`config.mk`:
```
export PLATFORM = sky130hd
export DESIGN_NAME = power_gate_sequencer_flat
export DESIGN_NICKNAME = d
export VERILOG_FILES = /design/src/rtl/pgs_pkg.sv /design/src/rtl/power_gate_sequencer_if.sv /design/src/rtl/pgs_timer.sv /design/src/rtl/power_gate_sequencer.sv /design/src/flat_wrapper.sv
export SDC_FILE = /design/constraint.sdc
export NUM_CORES = 1
export LEC_CHECK = 0
export CORE_MARGIN = 2
export CORE_UTILIZATION = 48
export CTS_CLUSTER_SIZE = 8
export DETAILED_ROUTE_END_ITERATION = 7
export GPL_TIMING_DRIVEN = 0
export HOLD_SLACK_MARGIN = 0.12
export PLACE_DENSITY = 0.74
export SYNTH_ARGS = -nofsm -noshare
export SYNTH_HDL_FRONTEND = slang
export SYNTH_SLANG_ARGS = --single-unit
export TNS_END_PERCENT = 1
```
`constraint.sdc`:
```
create_clock -name clk -period 1.66 [get_ports clk]
set_clock_uncertainty 0.1 [all_clocks]
set_input_delay 0.332 -clock clk [delete_from_list [all_inputs] [get_ports clk]]
set_output_delay 0.332 -clock clk [all_outputs]
set_load 0.03 [all_outputs]
```
`src/rtl/pgs_pkg.sv`:
```
`default_nettype none
// ============================================================================
// Module      : pgs_pkg
// Description : State encodings, default timing constants and output decode
//               for the ALU-domain power gate sequencer.
// Revision    : 1.0  initial release
// ============================================================================
package pgs_pkg;

    localparam logic [3:0] c_ST_ON      = 4'd0;
    localparam logic [3:0] c_ST_CLK_OFF = 4'd1;
    localparam logic [3:0] c_ST_ISO     = 4'd2;
    localparam logic [3:0] c_ST_SAVE    = 4'd3;
    localparam logic [3:0] c_ST_SW_OFF  = 4'd4;
    localparam logic [3:0] c_ST_OFF     = 4'd5;
    localparam logic [3:0] c_ST_SW_ON   = 4'd6;
    localparam logic [3:0] c_ST_RESTORE = 4'd7;
    localparam logic [3:0] c_ST_DE_ISO  = 4'd8;
    localparam logic [3:0] c_ST_CLK_ON  = 4'd9;

    localparam int c_ISO_SETUP_CYC_DEF = 2;
    localparam int c_RAMP_TIMEOUT_DEF  = 16;
    localparam int c_MIN_OFF_CYC_DEF   = 4;
    localparam int c_CNT_W_DEF         = 8;

    typedef struct packed {
        logic clk_en;
        logic iso_en;
        logic ret_save;
        logic ret_restore;
        logic pwr_sw_en;
        logic domain_ready;
    } pgs_out_t;

    // Physical control levels implied by a state; registered one cycle later.
    function automatic pgs_out_t decode_state(input logic [3:0] st);
        pgs_out_t o;
        o.clk_en       = (st == c_ST_ON) || (st == c_ST_CLK_ON);
        o.iso_en       = (st >= c_ST_ISO) && (st <= c_ST_RESTORE);
        o.ret_save     = (st == c_ST_SAVE);
        o.ret_restore  = (st == c_ST_RESTORE);
        o.pwr_sw_en    = !((st == c_ST_SW_OFF) || (st == c_ST_OFF));
        o.domain_ready = (st == c_ST_ON);
        return o;
    endfunction

endpackage
`default_nettype wire

```
`src/rtl/power_gate_sequencer_if.sv`:
```
`default_nettype none
// ============================================================================
// Module      : power_gate_sequencer_if
// Description : Request/ack inputs and physical power controls of the gated
//               ALU domain. PGS_STATS_EN adds the statistics counters.
// Revision    : 1.0  initial release
// ============================================================================
interface power_gate_sequencer_if #(
    parameter int CNT_W = 8
);
    logic       pwr_req;
    logic       sw_ack;
    logic       clk_en;
    logic       iso_en;
    logic       ret_save;
    logic       ret_restore;
    logic       pwr_sw_en;
    logic       domain_ready;
    logic       seq_err;
    logic [3:0] pg_state;
`ifdef PGS_STATS_EN
    logic [CNT_W-1:0] off_cycles_o;
    logic [CNT_W-1:0] gate_events_o;
`endif

    modport master (
        output pwr_req,
        output sw_ack,
        input  clk_en,
        input  iso_en,
        input  ret_save,
        input  ret_restore,
        input  pwr_sw_en,
        input  domain_ready,
        input  seq_err,
        input  pg_state
`ifdef PGS_STATS_EN
        ,
        input  off_cycles_o,
        input  gate_events_o
`endif
    );

    modport slave (
        input  pwr_req,
        input  sw_ack,
        output clk_en,
        output iso_en,
        output ret_save,
        output ret_restore,
        output pwr_sw_en,
        output domain_ready,
        output seq_err,
        output pg_state
`ifdef PGS_STATS_EN
        ,
        output off_cycles_o,
        output gate_events_o
`endif
    );

endinterface
`default_nettype wire

```
`src/rtl/pgs_timer.sv`:
```
`default_nettype none
// ============================================================================
// Module      : pgs_timer
// Description : Loadable down-counter that saturates at zero; shared by the
//               isolation setup, OFF dwell and switch-ramp timeout phases.
// Revision    : 1.0  initial release
// ============================================================================
module pgs_timer #(
    parameter int W = 8
) (
    input  wire          clk,
    input  wire          rst,
    input  wire          load,
    input  wire  [W-1:0] load_val,
    output logic [W-1:0] count,
    output logic         zero
);

    logic [W-1:0] cnt_q;
    logic [W-1:0] cnt_d;

    always_comb begin
        cnt_d = cnt_q;
        if (load) begin
            cnt_d = load_val;
        end else if (cnt_q != '0) begin
            cnt_d = cnt_q - W'(1);
        end
    end

    always_ff @(posedge clk or posedge rst) begin
        if (rst) begin
            cnt_q <= '0;
        end else begin
            cnt_q <= cnt_d;
        end
    end

    assign count = cnt_q;
    assign zero  = (cnt_q == '0);

endmodule
`default_nettype wire

```
`src/rtl/power_gate_sequencer.sv`:
```
`default_nettype none
// ============================================================================
// Module      : power_gate_sequencer
// Description : Orders clock gating, isolation, retention and the power switch
//               for the ALU domain. Define PGS_STATS_EN for OFF/gate counters.
// Revision    : 1.0  initial release
// ============================================================================
module power_gate_sequencer
    import pgs_pkg::*;
#(
    parameter int ISO_SETUP_CYC = c_ISO_SETUP_CYC_DEF,
    parameter int RAMP_TIMEOUT  = c_RAMP_TIMEOUT_DEF,
    parameter int MIN_OFF_CYC   = c_MIN_OFF_CYC_DEF,
    parameter int CNT_W         = c_CNT_W_DEF
) (
    input  wire                   clk,
    input  wire                   rst,
    power_gate_sequencer_if.slave pg
);

    logic [3:0]       state_q;
    logic [3:0]       state_d;
    pgs_out_t         out_q;
    pgs_out_t         out_d;
    logic             seq_err_q;
    logic             seq_err_d;

    logic             w_tmr_load;
    logic [CNT_W-1:0] w_tmr_val;
    logic [CNT_W-1:0] w_tmr_cnt;
    logic             w_tmr_zero;
    logic             w_tmr_last;

    pgs_timer #(
        .W (CNT_W)
    ) u_timer (
        .clk      (clk),
        .rst      (rst),
        .load     (w_tmr_load),
        .load_val (w_tmr_val),
        .count    (w_tmr_cnt),
        .zero     (w_tmr_zero)
    );

    // A phase loaded with N occupies exactly N cycles: it ends on the cycle
    // the timer shows 1 (or has already saturated at 0).
    assign w_tmr_last = w_tmr_zero || (w_tmr_cnt == CNT_W'(1));

    always_comb begin
        state_d    = state_q;
        seq_err_d  = seq_err_q;
        w_tmr_load = 1'b0;
        w_tmr_val  = '0;
        case (state_q)
            c_ST_ON: begin
                if (!pg.pwr_req) state_d = c_ST_CLK_OFF;
            end
            c_ST_CLK_OFF: begin
                if (pg.pwr_req) begin
                    state_d = c_ST_CLK_ON;
                end else begin
                    state_d    = c_ST_ISO;
                    w_tmr_load = 1'b1;
                    w_tmr_val  = CNT_W'(ISO_SETUP_CYC);
                end
            end
            c_ST_ISO: begin
                if (pg.pwr_req)      state_d = c_ST_DE_ISO;
                else if (w_tmr_last) state_d = c_ST_SAVE;
            end
            c_ST_SAVE: begin
                state_d    = c_ST_SW_OFF;
                w_tmr_load = 1'b1;
                w_tmr_val  = CNT_W'(RAMP_TIMEOUT);
            end
            c_ST_SW_OFF: begin
                if (!pg.sw_ack || w_tmr_last) begin
                    state_d    = c_ST_OFF;
                    w_tmr_load = 1'b1;
                    w_tmr_val  = CNT_W'(MIN_OFF_CYC);
                    if (pg.sw_ack) seq_err_d = 1'b1;
                end
            end
            c_ST_OFF: begin
                if (w_tmr_last && pg.pwr_req) begin
                    state_d    = c_ST_SW_ON;
                    w_tmr_load = 1'b1;
                    w_tmr_val  = CNT_W'(RAMP_TIMEOUT);
                end
            end
            c_ST_SW_ON: begin
                if (pg.sw_ack || w_tmr_last) begin
                    state_d = c_ST_RESTORE;
                    if (!pg.sw_ack) seq_err_d = 1'b1;
                end
            end
            c_ST_RESTORE: state_d = c_ST_DE_ISO;
            c_ST_DE_ISO:  state_d = c_ST_CLK_ON;
            c_ST_CLK_ON:  state_d = c_ST_ON;
            default:      state_d = c_ST_ON;
        endcase
        out_d = decode_state(state_q);
    end

    always_ff @(posedge clk or posedge rst) begin
        if (rst) begin
            state_q   <= c_ST_ON;
            out_q     <= decode_state(c_ST_ON);
            seq_err_q <= 1'b0;
        end else begin
            state_q   <= state_d;
            out_q     <= out_d;
            seq_err_q <= seq_err_d;
        end
    end

    assign pg.clk_en       = out_q.clk_en;
    assign pg.iso_en       = out_q.iso_en;
    assign pg.ret_save     = out_q.ret_save;
    assign pg.ret_restore  = out_q.ret_restore;
    assign pg.pwr_sw_en    = out_q.pwr_sw_en;
    assign pg.domain_ready = out_q.domain_ready;
    assign pg.seq_err      = seq_err_q;
    assign pg.pg_state     = state_q;

`ifdef PGS_STATS_EN
    logic [CNT_W-1:0] off_cycles_q;
    logic [CNT_W-1:0] off_cycles_d;
    logic [CNT_W-1:0] gate_events_q;
    logic [CNT_W-1:0] gate_events_d;

    always_comb begin
        off_cycles_d  = off_cycles_q;
        gate_events_d = gate_events_q;
        if ((state_q == c_ST_OFF) && (off_cycles_q != '1)) begin
            off_cycles_d = off_cycles_q + CNT_W'(1);
        end
        if ((state_d == c_ST_SAVE) && (state_q != c_ST_SAVE) && (gate_events_q != '1)) begin
            gate_events_d = gate_events_q + CNT_W'(1);
        end
    end

    always_ff @(posedge clk or posedge rst) begin
        if (rst) begin
            off_cycles_q  <= '0;
            gate_events_q <= '0;
        end else begin
            off_cycles_q  <= off_cycles_d;
            gate_events_q <= gate_events_d;
        end
    end

    assign pg.off_cycles_o  = off_cycles_q;
    assign pg.gate_events_o = gate_events_q;
`endif

endmodule
`default_nettype wire

```
`src/flat_wrapper.sv`:
```
// flat-port wrapper written by rule: the top's interface ports become plain ports
module power_gate_sequencer_flat import pgs_pkg::*;
#(
    parameter int ISO_SETUP_CYC = c_ISO_SETUP_CYC_DEF,
    parameter int RAMP_TIMEOUT  = c_RAMP_TIMEOUT_DEF,
    parameter int MIN_OFF_CYC   = c_MIN_OFF_CYC_DEF,
    parameter int CNT_W         = c_CNT_W_DEF
)
  (clk, rst, pg_pwr_req, pg_sw_ack, pg_clk_en, pg_iso_en, pg_ret_save, pg_ret_restore, pg_pwr_sw_en, pg_domain_ready, pg_seq_err, pg_pg_state);
  power_gate_sequencer_if #(.CNT_W(CNT_W)) pg_i ();
  input  wire clk;
  input  wire rst;
  input wire logic [$bits(pg_i.pwr_req)-1:0] pg_pwr_req;
  input wire logic [$bits(pg_i.sw_ack)-1:0] pg_sw_ack;
  output wire logic [$bits(pg_i.clk_en)-1:0] pg_clk_en;
  output wire logic [$bits(pg_i.iso_en)-1:0] pg_iso_en;
  output wire logic [$bits(pg_i.ret_save)-1:0] pg_ret_save;
  output wire logic [$bits(pg_i.ret_restore)-1:0] pg_ret_restore;
  output wire logic [$bits(pg_i.pwr_sw_en)-1:0] pg_pwr_sw_en;
  output wire logic [$bits(pg_i.domain_ready)-1:0] pg_domain_ready;
  output wire logic [$bits(pg_i.seq_err)-1:0] pg_seq_err;
  output wire logic [$bits(pg_i.pg_state)-1:0] pg_pg_state;
  assign pg_i.pwr_req = pg_pwr_req;
  assign pg_i.sw_ack = pg_sw_ack;
  assign pg_clk_en = pg_i.clk_en;
  assign pg_iso_en = pg_i.iso_en;
  assign pg_ret_save = pg_i.ret_save;
  assign pg_ret_restore = pg_i.ret_restore;
  assign pg_pwr_sw_en = pg_i.pwr_sw_en;
  assign pg_domain_ready = pg_i.domain_ready;
  assign pg_seq_err = pg_i.seq_err;
  assign pg_pg_state = pg_i.pg_state;
  power_gate_sequencer #(.ISO_SETUP_CYC(ISO_SETUP_CYC), .RAMP_TIMEOUT(RAMP_TIMEOUT), .MIN_OFF_CYC(MIN_OFF_CYC), .CNT_W(CNT_W)) u_core (.clk(clk), .rst(rst), .pg(pg_i));
endmodule
```
=== Word level (Yosys, flattened, before mapping) ===
Cells that the tools add are included.

* Word-level logic and storage cells: 68
* Register bits after elaboration: 19

* $lt $le $gt $ge: 2
* Equality and inequality tests: 17
* Muxes and demuxes: 23
* Add/sub/neg operators: 1
* Reduce and logical (&&, ||, !) cells: 16

{| class="wikitable"
|+ Operators with widths
! cell !! count
|-
| $pmux W4 S9 || 1
|-
| $pmux W8 S4 || 1
|-
| $mux W4 || 7
|-
| $eq A4 B3 Y1 const B || 4
|-
| $mux W8 || 2
|-
| $reduce_and A5 Y1 || 2
|-
| $eq A4 B2 Y1 const B || 2
|-
| $eq A4 B4 Y1 const B || 2
|-
| $eq A8 B1 Y1 const B || 1
|-
| $logic_not A8 Y1 || 1
|-
| $reduce_bool A8 Y1 || 1
|-
| $sub A8 B1 Y8 const B || 1
|-
| $mux W1 || 7
|-
| $ne A2 B1 Y1 const B || 3
|-
| $ne A2 B2 Y1 const B || 3
|-
| $logic_or A1 B1 Y1 || 5
|-
| $mux W5 || 1
|-
| $eq A4 B1 Y1 const B || 1
|-
| $ge A4 B2 Y1 const B || 1
|-
| $le A4 B3 Y1 const B || 1
|-
| $logic_not A4 Y1 || 1
|-
| $pmux W1 S4 || 1
|-
| $reduce_bool A2 Y1 || 2
|-
| $mux W3 || 1
|-
| other kinds (5) || 7
|}

=== Depth between registers and ports, before layout ===
Gate-level depths: netlist of the first run.

* Depth in word-level cells: 6
* Mapped depth: 6
* Mapped depth without buffers: 6

=== Modules after synthesis ===
From an unflattened synthesis of the first run, not the netlist that was laid out.

* Cells, all modules: 122
* Area, all modules: 1164.9 um^2

{| class="wikitable"
|+ Modules (own cells, without submodules)
! module !! area each (um^2) !! instances !! cells an instance
|-
| power_gate_sequencer || 668.1 || 1 || 66
|-
| pgs_timer || 496.7 || 1 || 56
|}

=== Worst setup path after synthesis of the first run ===
No wires, ideal clock.

* Kind: register to register
* Start: register u_core.state_q[2], in the netlist u_core.pg.pg_state[2]
* End: register u_core.u_timer.cnt_q[1], in the netlist u_core.u_timer.count[1]
* Slack: -231 ps
* Data required time: 1420 ps
* Data arrival time: 1651 ps
* Clock period less this slack: 1891 ps
* Stages on the path, launching flop included: 7
* Setup time: 140 ps
* Cell sequence: dfrtp_1 > buf_2 > nand2b_1 > clkbuf_1 > or3_1 > o211ai_2 > o22ai_1

* Longest elaborated chain between the ends: 3
* Elaborated cells between the ends (all ways): 8
* Classes of those cells: eq/ne: 4; mux: 3; reduce/logical: 1

{| class="wikitable"
|+ RTL lines
! item !! line !! source
|-
| start: declaration || power_gate_sequencer.sv:21 || <nowiki>logic [3:0] state_q;</nowiki>
|-
| start signal: assignment || power_gate_sequencer.sv:107 || <nowiki>state_q <= c_ST_ON;</nowiki>
|-
| start signal: assignment || power_gate_sequencer.sv:111 || <nowiki>state_q <= state_d;</nowiki>
|-
| $eq A4 B3 Y1, or another cell as far along || power_gate_sequencer.sv:54 || <nowiki>case (state_q)</nowiki>
|-
| $pmux W8 S4 or $pmux W1 S4 (tied branches) || power_gate_sequencer.sv:54 ||
|-
| $mux W8 or $reduce_bool A2 Y1 (tied branches) || -- ||
|-
| end signal: assignment || pgs_timer.sv:35 || <nowiki>cnt_q <= cnt_d;</nowiki>
|-
| end: declaration || pgs_timer.sv:19 || <nowiki>logic [W-1:0] cnt_q;</nowiki>
|}

Parallel ways exist; a longest one is shown, timed or not.
A chain may end at the register's enable or synchronous reset.

=== Worst setup path after layout of the first run ===
* Start: register u_core.u_timer.cnt_q[4], in the netlist u_core.u_timer.count[4]
* End: register u_core.u_timer.cnt_q[2], in the netlist u_core.u_timer.count[2]

* Longest elaborated chain between the ends: 6
* Elaborated cells between the ends (all ways): 13
* Classes of those cells: eq/ne: 1; mux: 6; reduce/logical: 6

{| class="wikitable"
|+ RTL lines
! item !! line !! source
|-
| $eq A8 B1 Y1 or $logic_not A8 Y1 (tied branches) || power_gate_sequencer.sv:47, pgs_timer.sv:40 ||
|-
| $logic_or A1 B1 Y1 || power_gate_sequencer.sv:47 || <nowiki>assign w_tmr_last = w_tmr_zero || (w_tmr_cnt == CNT_W'(1));</nowiki>
|-
| $logic_or A1 B1 Y1 or $logic_and A1 B1 Y1 (tied branches) || power_gate_sequencer.sv:77, power_gate_sequencer.sv:85 ||
|-
| $mux W3, or another cell as far along || power_gate_sequencer.sv:77 || <nowiki>if (!pg.sw_ack || w_tmr_last) begin</nowiki>
|-
| $pmux W8 S4 or $pmux W1 S4 (tied branches) || power_gate_sequencer.sv:54 ||
|-
| $mux W8 or $reduce_bool A2 Y1 (tied branches) || -- ||
|}

Parallel ways exist; a longest one is shown, timed or not.

==> metrics.txt, run 1 <==
die area=2740 µm²; Layout Cells excl Fill=169; Nets=149; Detail Placement HPWL=1680 µm; Overall Global Routing Usage=0.198; Max Cap Viol=0; Routed WL per cell=14.0 µm; Remaining DRCs=0; die height=52.3 µm; crit-path max FO=5; Final setup viols=11; n_diodes=0; post-synth top area share=0.357; startpoint types=flip-flop; syn_area_per_cell=9.42 µm²; commonest non-fill, non-tap cell in the layout=nor2_1; IO Pins=15; initial antenna violation count=0; outcome=finished with violations; post-route ant nets=0; endpoint type of the worst setup path=flip-flop; vias per cell=5.60; Final WS setup=-0.204 ns; post-synthesis sequential area ratio=0.427; vias after detailed routing=947; Port Buffers=13; Post-Syn Instances=119; Setup Crit Path Kind=reg -> reg; area leader, netlist=dfrtp_1; WL final=2370 µm; Power Dens Cells=1970 nW/µm²; synth unique cells=43; Die Span X=52.3 µm; DR iter-0 viols=16; Filler cells=190; Setup WS pre-CTS=-0.306 ns; fin crit period=1.86 ns; ratio of final minimum period to clock period=1.12; number of synthesized flops with an enable pin=0; RSZ-0062 raised after global routing=true; H-tree depth=1; Critical Path RT=1.77 ns; Root Driver=clkbuf_4; Mapped Area=1120 µm²; Core ar.=2210 µm²; Lkg Pwr=0.629 nW; top post-synthesis cells by area=dfrtp_1, dfstp_2, nor2_1; WP data arrival=1.98 ns; vias in the first global route=922; TritonCTS clock tree=yes; Layout area overhead=29.0%; highest clock rate=0.536 GHz; Final Cell Area=1450 µm²; top_reg_cell synth=dfrtp_1; syn nets=126; Clock Sinks=19; gpl congestion=0.794; FFs w/ async S/R, synth=1.00; CTS Hold Buffers Added=0; clock slew at reported path FFs=0.10 ns; row cnt=17; Tightest Hold Check Type=in -> async; Slew @ Worst Pin=0.697 ns; largest net degree at the start of global routing=20; yosys warns=0; first-pass GRT wire length=3950 µm; failing checks=negative setup slack; maximum clock path buffer count=2; Max Slew Vio Count=0; register bit count reported by yosys=19; Slew headroom=0.535; total power=2.85 mW; total grt overflow=0; layout cells sized above 1=0.206; clock latency on the worst-skew pair=0.30 ns; Pre-antenna DRT Iters=4; Placement Cell Area=1340 µm²; Max IR drop VDD=0.00130 V; Cells after DPL=160; CTS Buf Count=3; commonest non-fill, non-tap cells in the layout=nor2_1, dfrtp_1, inv_1; initial core utilization=0.507; Hold Violations, Final=0
[layer usage]
layer | share of wire | vias up | track usage
met5 | 0 | - | 0
met4 | 0.022 | 0 | 0.103
met3 | 0.033 | 5 | 0.0171
met2 | 0.51 | 26 | 0.350
met1 | 0.43 | 453 | 0.235
li1 | - | 463 | -
[path summary, 6_finish.rpt]
kind	end	startpoint	slack, ns	cells after the start
worst min register to register	u_core.pg.seq_err$_DFFE_PP0P_	u_core.pg.seq_err$_DFFE_PP0P_	0.38	2
min in group clk	u_core.pg.seq_err$_DFFE_PP0P_	u_core.pg.seq_err$_DFFE_PP0P_	0.38	2
worst min-delay path	u_core.u_timer.count[2]$_DFFE_PP0P_	rst	0.33	2
max in group asynchronous	u_core.pg.pg_state[0]$_DFFE_PP0P_	rst	0.65	2
worst max-delay path	u_core.u_timer.count[2]$_DFFE_PP0P_	u_core.u_timer.count[4]$_DFFE_PP0P_	-0.20	5
worst max register to register	u_core.u_timer.count[2]$_DFFE_PP0P_	u_core.u_timer.count[4]$_DFFE_PP0P_	-0.20	5
[synth_stat cells (2+ instances only)]
| cell type | count |
|---|---|
| nor2_1 | 17 |
| dfrtp_1 | 16 |
| inv_1 | 10 |
| clkbuf_1 | 6 |
| nand2_1 | 6 |
| xnor2_1 | 6 |
| a21boi_0 | 4 |
| a21oi_1 | 4 |
| dfstp_2 | 3 |
| ha_1 | 3 |
| nand2b_1 | 3 |
| nand3_1 | 3 |
| nor3b_1 | 3 |
| o41ai_1 | 3 |
| nor3_1 | 2 |
| o31ai_1 | 2 |
| or4_1 | 2 |
[worst max-delay path, cell delays in order, from the launching register on]
cell       delay (ns)
dfrtp_2          0.45
nor4_4           0.39
o2111ai_4        0.21
buf_6            0.17
a2111o_1         0.37
o31ai_1          0.08
[sequential cells by signal, indices dropped and copies added (netlist names)]
signal	count
u_core.u_timer.count	8
u_core.pg.pg_state	4
u_core.pg.clk_en	1
u_core.pg.domain_ready	1
u_core.pg.iso_en	1
u_core.pg.pwr_sw_en	1
u_core.pg.ret_restore	1
u_core.pg.ret_save	1
u_core.pg.seq_err	1
[report_power, final]
part	total [mW]	internal [mW]	switching, mW
registers	0.809	0.665	0.144
clock network	0.228	0.0938	0.134
logic	1.81	0.794	1.02
[what timing repair did]
action                     4_1_cts  5_1_grt
resized for setup               15       12
setup endpoints to repair       22       15
pin swaps                        4        6
gates cloned                     0        0
setup buffers                    1        4
[area by class of cell]
cell class	count	area [µm²]	area share
sequential	19	484	0.335
tap	28	35.0	0.0242
buffer	8	58.8	0.0407
inverter	10	37.5	0.0260
clock buffer	4	26.3	0.0182
timing repair buffer	18	165	0.114
multi-input combinational	82	639	0.442
[per-stage QoR]
step / hold slack, ns / setup TNS (ns) / util
after floorplan: 0.181 / -0.322 / -
after global placement: 0.346 / -1.87 / 0.605
after detailed placement: 0.356 / -2.76 / 0.605
after CTS: 0.345 / -1.62 / 0.618
after global routing: 0.421 / -2.49 / 0.654
final: 0.329 / -1.47 / 0.654
[cells by family after synthesis]
group                    share of synthesized area
AO/OA/AOI/OAI                                0.205
XOR/XNOR                                    0.0547
AND/OR/NAND/NOR                              0.199
buffers and inverters                       0.0614
multiplexers                                0.0190
flip-flops                                   0.427
adder cells (fa/ha/maj)                     0.0335
(Power assumes the default switching activity.)
==> run 2: changes to the inputs <==
--- a/config.mk
+++ b/config.mk
@@ -9,9 +9,9 @@
 export CORE_UTILIZATION = 48
 export CTS_CLUSTER_SIZE = 8
 export DETAILED_ROUTE_END_ITERATION = 7
-export GPL_TIMING_DRIVEN = 0
-export HOLD_SLACK_MARGIN = 0.12
+export HOLD_SLACK_MARGIN = 0.08
 export PLACE_DENSITY = 0.74
+export SLEW_MARGIN = 20
 export SYNTH_ARGS = -nofsm -noshare
 export SYNTH_HDL_FRONTEND = slang
 export SYNTH_SLANG_ARGS = --single-unit
==> run 2 against run 1 <==
- the flow still finishes with violations (negative setup slack)
- critical path depth is 1 lower
- global-route usage is 2.0 points higher
- via count is 7.1% higher
- core utilization is 3.9 points higher
- non-clock buffer count is 12 higher
- largest power group unchanged
- highest routed layer unchanged
==> metrics.txt, run 2 (synthesis gave the netlist of run 1 again) <==
outcome=finished with violations; failing checks=negative setup slack; TritonCTS clock tree=yes; cell count of the worst reg-to-reg path=4; Port Buffers=14; Clock Sinks=19; IO Pins=15; Hold Slack=0.136 ns; Layout area overhead=36.7%; clock latency on the worst-skew pair=0.30 ns; startpoint types=flip-flop; Nets=161; die height=52.3 µm; WP data arrival=1.93 ns; r2r setup slk=-0.15 ns; Lkg Pwr=0.682 nW; setup TNS=-0.608 ns; Critical Path Max Stage Delay=0.46 ns; largest net degree at the start of global routing=19; Final WS setup=-0.147 ns; RSZ-0062 raised after global routing=true; Max Cap Viol=0; Die Span X=52.3 µm; Pre-antenna DRT Iters=4; setup bufs post-CTS=0; Power Dens Cells=2000 nW/µm²; Final setup viols=10; CTS Buf Count=3; cells along the critical path=nor4_4 > o2111ai_4 > or4_1 > o211ai_1; Critical Path RT=1.78 ns; Remaining DRCs=0; Placement Cell Area=1480 µm²; Slew headroom=0.752; n_diodes=0; first-pass GRT wire length=4310 µm; Overall Global Routing Usage=0.218; commonest non-fill, non-tap cell in the layout=buf_4; Routed WL per cell=14.5 µm; vias per cell=5.60; Tightest Hold Check Type=in -> async; endpoint type of the worst setup path=flip-flop; initial antenna violation count=0; H-tree depth=1; gpl congestion=0.816; total grt overflow=0; maximum clock path buffer count=2; commonest non-fill, non-tap cells in the layout=buf_4, nor2_1, dfrtp_1; Hold Violations, Final=0; Root Driver=clkbuf_4; die area=2740 µm²; WL final=2620 µm; ratio of final minimum period to clock period=1.09; fin crit period=1.81 ns; slowest CP cell=or4_1; crit-path max FO=8; layout cells sized above 1=0.301; vias in the first global route=971; clock slew at reported path FFs=0.10 ns; max reg flops=8; row cnt=17; Max Slew Vio Count=0; Max IR drop VDD=0.00137 V; Setup Crit Path Kind=reg -> reg; initial core utilization=0.507; Slew @ Worst Pin=0.368 ns; CTS Hold Buffers Added=0; highest clock rate=0.553 GHz; Final Cell Area=1530 µm²; post-route ant nets=0; DR iter-0 viols=13; vias after detailed routing=1,014; Core ar.=2210 µm²; Detail Placement HPWL=2010 µm
[run 2: metal layers]
metal	up-vias	part of all wire	global-route usage
li1	486	-	-
met1	502	0.40	0.250
met2	21	0.55	0.400
met3	5	0.029	0.0257
met4	0	0.018	0.0940
met5	-	0	0
[run 2: report_power, final]
part / leakage, nW / internal (mW) / switching (mW) / total [mW]
Sequential: 0.230 / 0.664 / 0.127 / 0.790
Combinational: 0.437 / 0.946 / 1.10 / 2.05
Clock: 0.0150 / 0.0939 / 0.139 / 0.233
[run 2: per-stage QoR]
step	setup WS, ns	total power [mW]	instances	util
2_1_floorplan	-0.0597	2.07	119	-
3_3_place_gp	-0.255	2.68	177	0.667
3_5_place_dp	-0.284	2.77	177	0.667
4_1_cts	-0.153	3.04	181	0.689
5_1_grt	-0.253	3.29	181	0.693
6_report	-0.147	3.07	181	0.693
[run 2: final timing paths]
kind	from	to
max reg2reg	u_core.u_timer.count[5]$_DFFE_PP0P_	u_core.u_timer.count[4]$_DFFE_PP0P_
min in group clk	u_core.pg.seq_err$_DFFE_PP0P_	u_core.pg.seq_err$_DFFE_PP0P_
max in group asynchronous	rst	u_core.pg.pg_state[3]$_DFFE_PP0P_
max	u_core.u_timer.count[5]$_DFFE_PP0P_	u_core.u_timer.count[4]$_DFFE_PP0P_
min	rst	u_core.pg.iso_en$_DFF_PP0_
min reg2reg	u_core.pg.seq_err$_DFFE_PP0P_	u_core.pg.seq_err$_DFFE_PP0P_
[run 2: area by class of cell]
class	count	area, µm²
Clock buffer	4	26.3
Fill cell	178	679
Sequential cell	19	483
Timing Repair Buffer	38	320
Multi-Input combinational cell	82	631
Tap cell	28	35.0
Inverter	10	37.5
[run 2: critical path: cells and delay by family (launching register included)]
family | cells | cell delay (ns)
flops | 1 | 0.42
compound gates | 2 | 0.37
simple gates | 2 | 0.84
[run 2: repair_timing]
| item | CTS | global route |
|---|---|---|
| pin swaps | 8 | 1 |
| gates cloned | 0 | 0 |
| resized for setup | 16 | 4 |
| setup endpoints to repair | 20 | 14 |
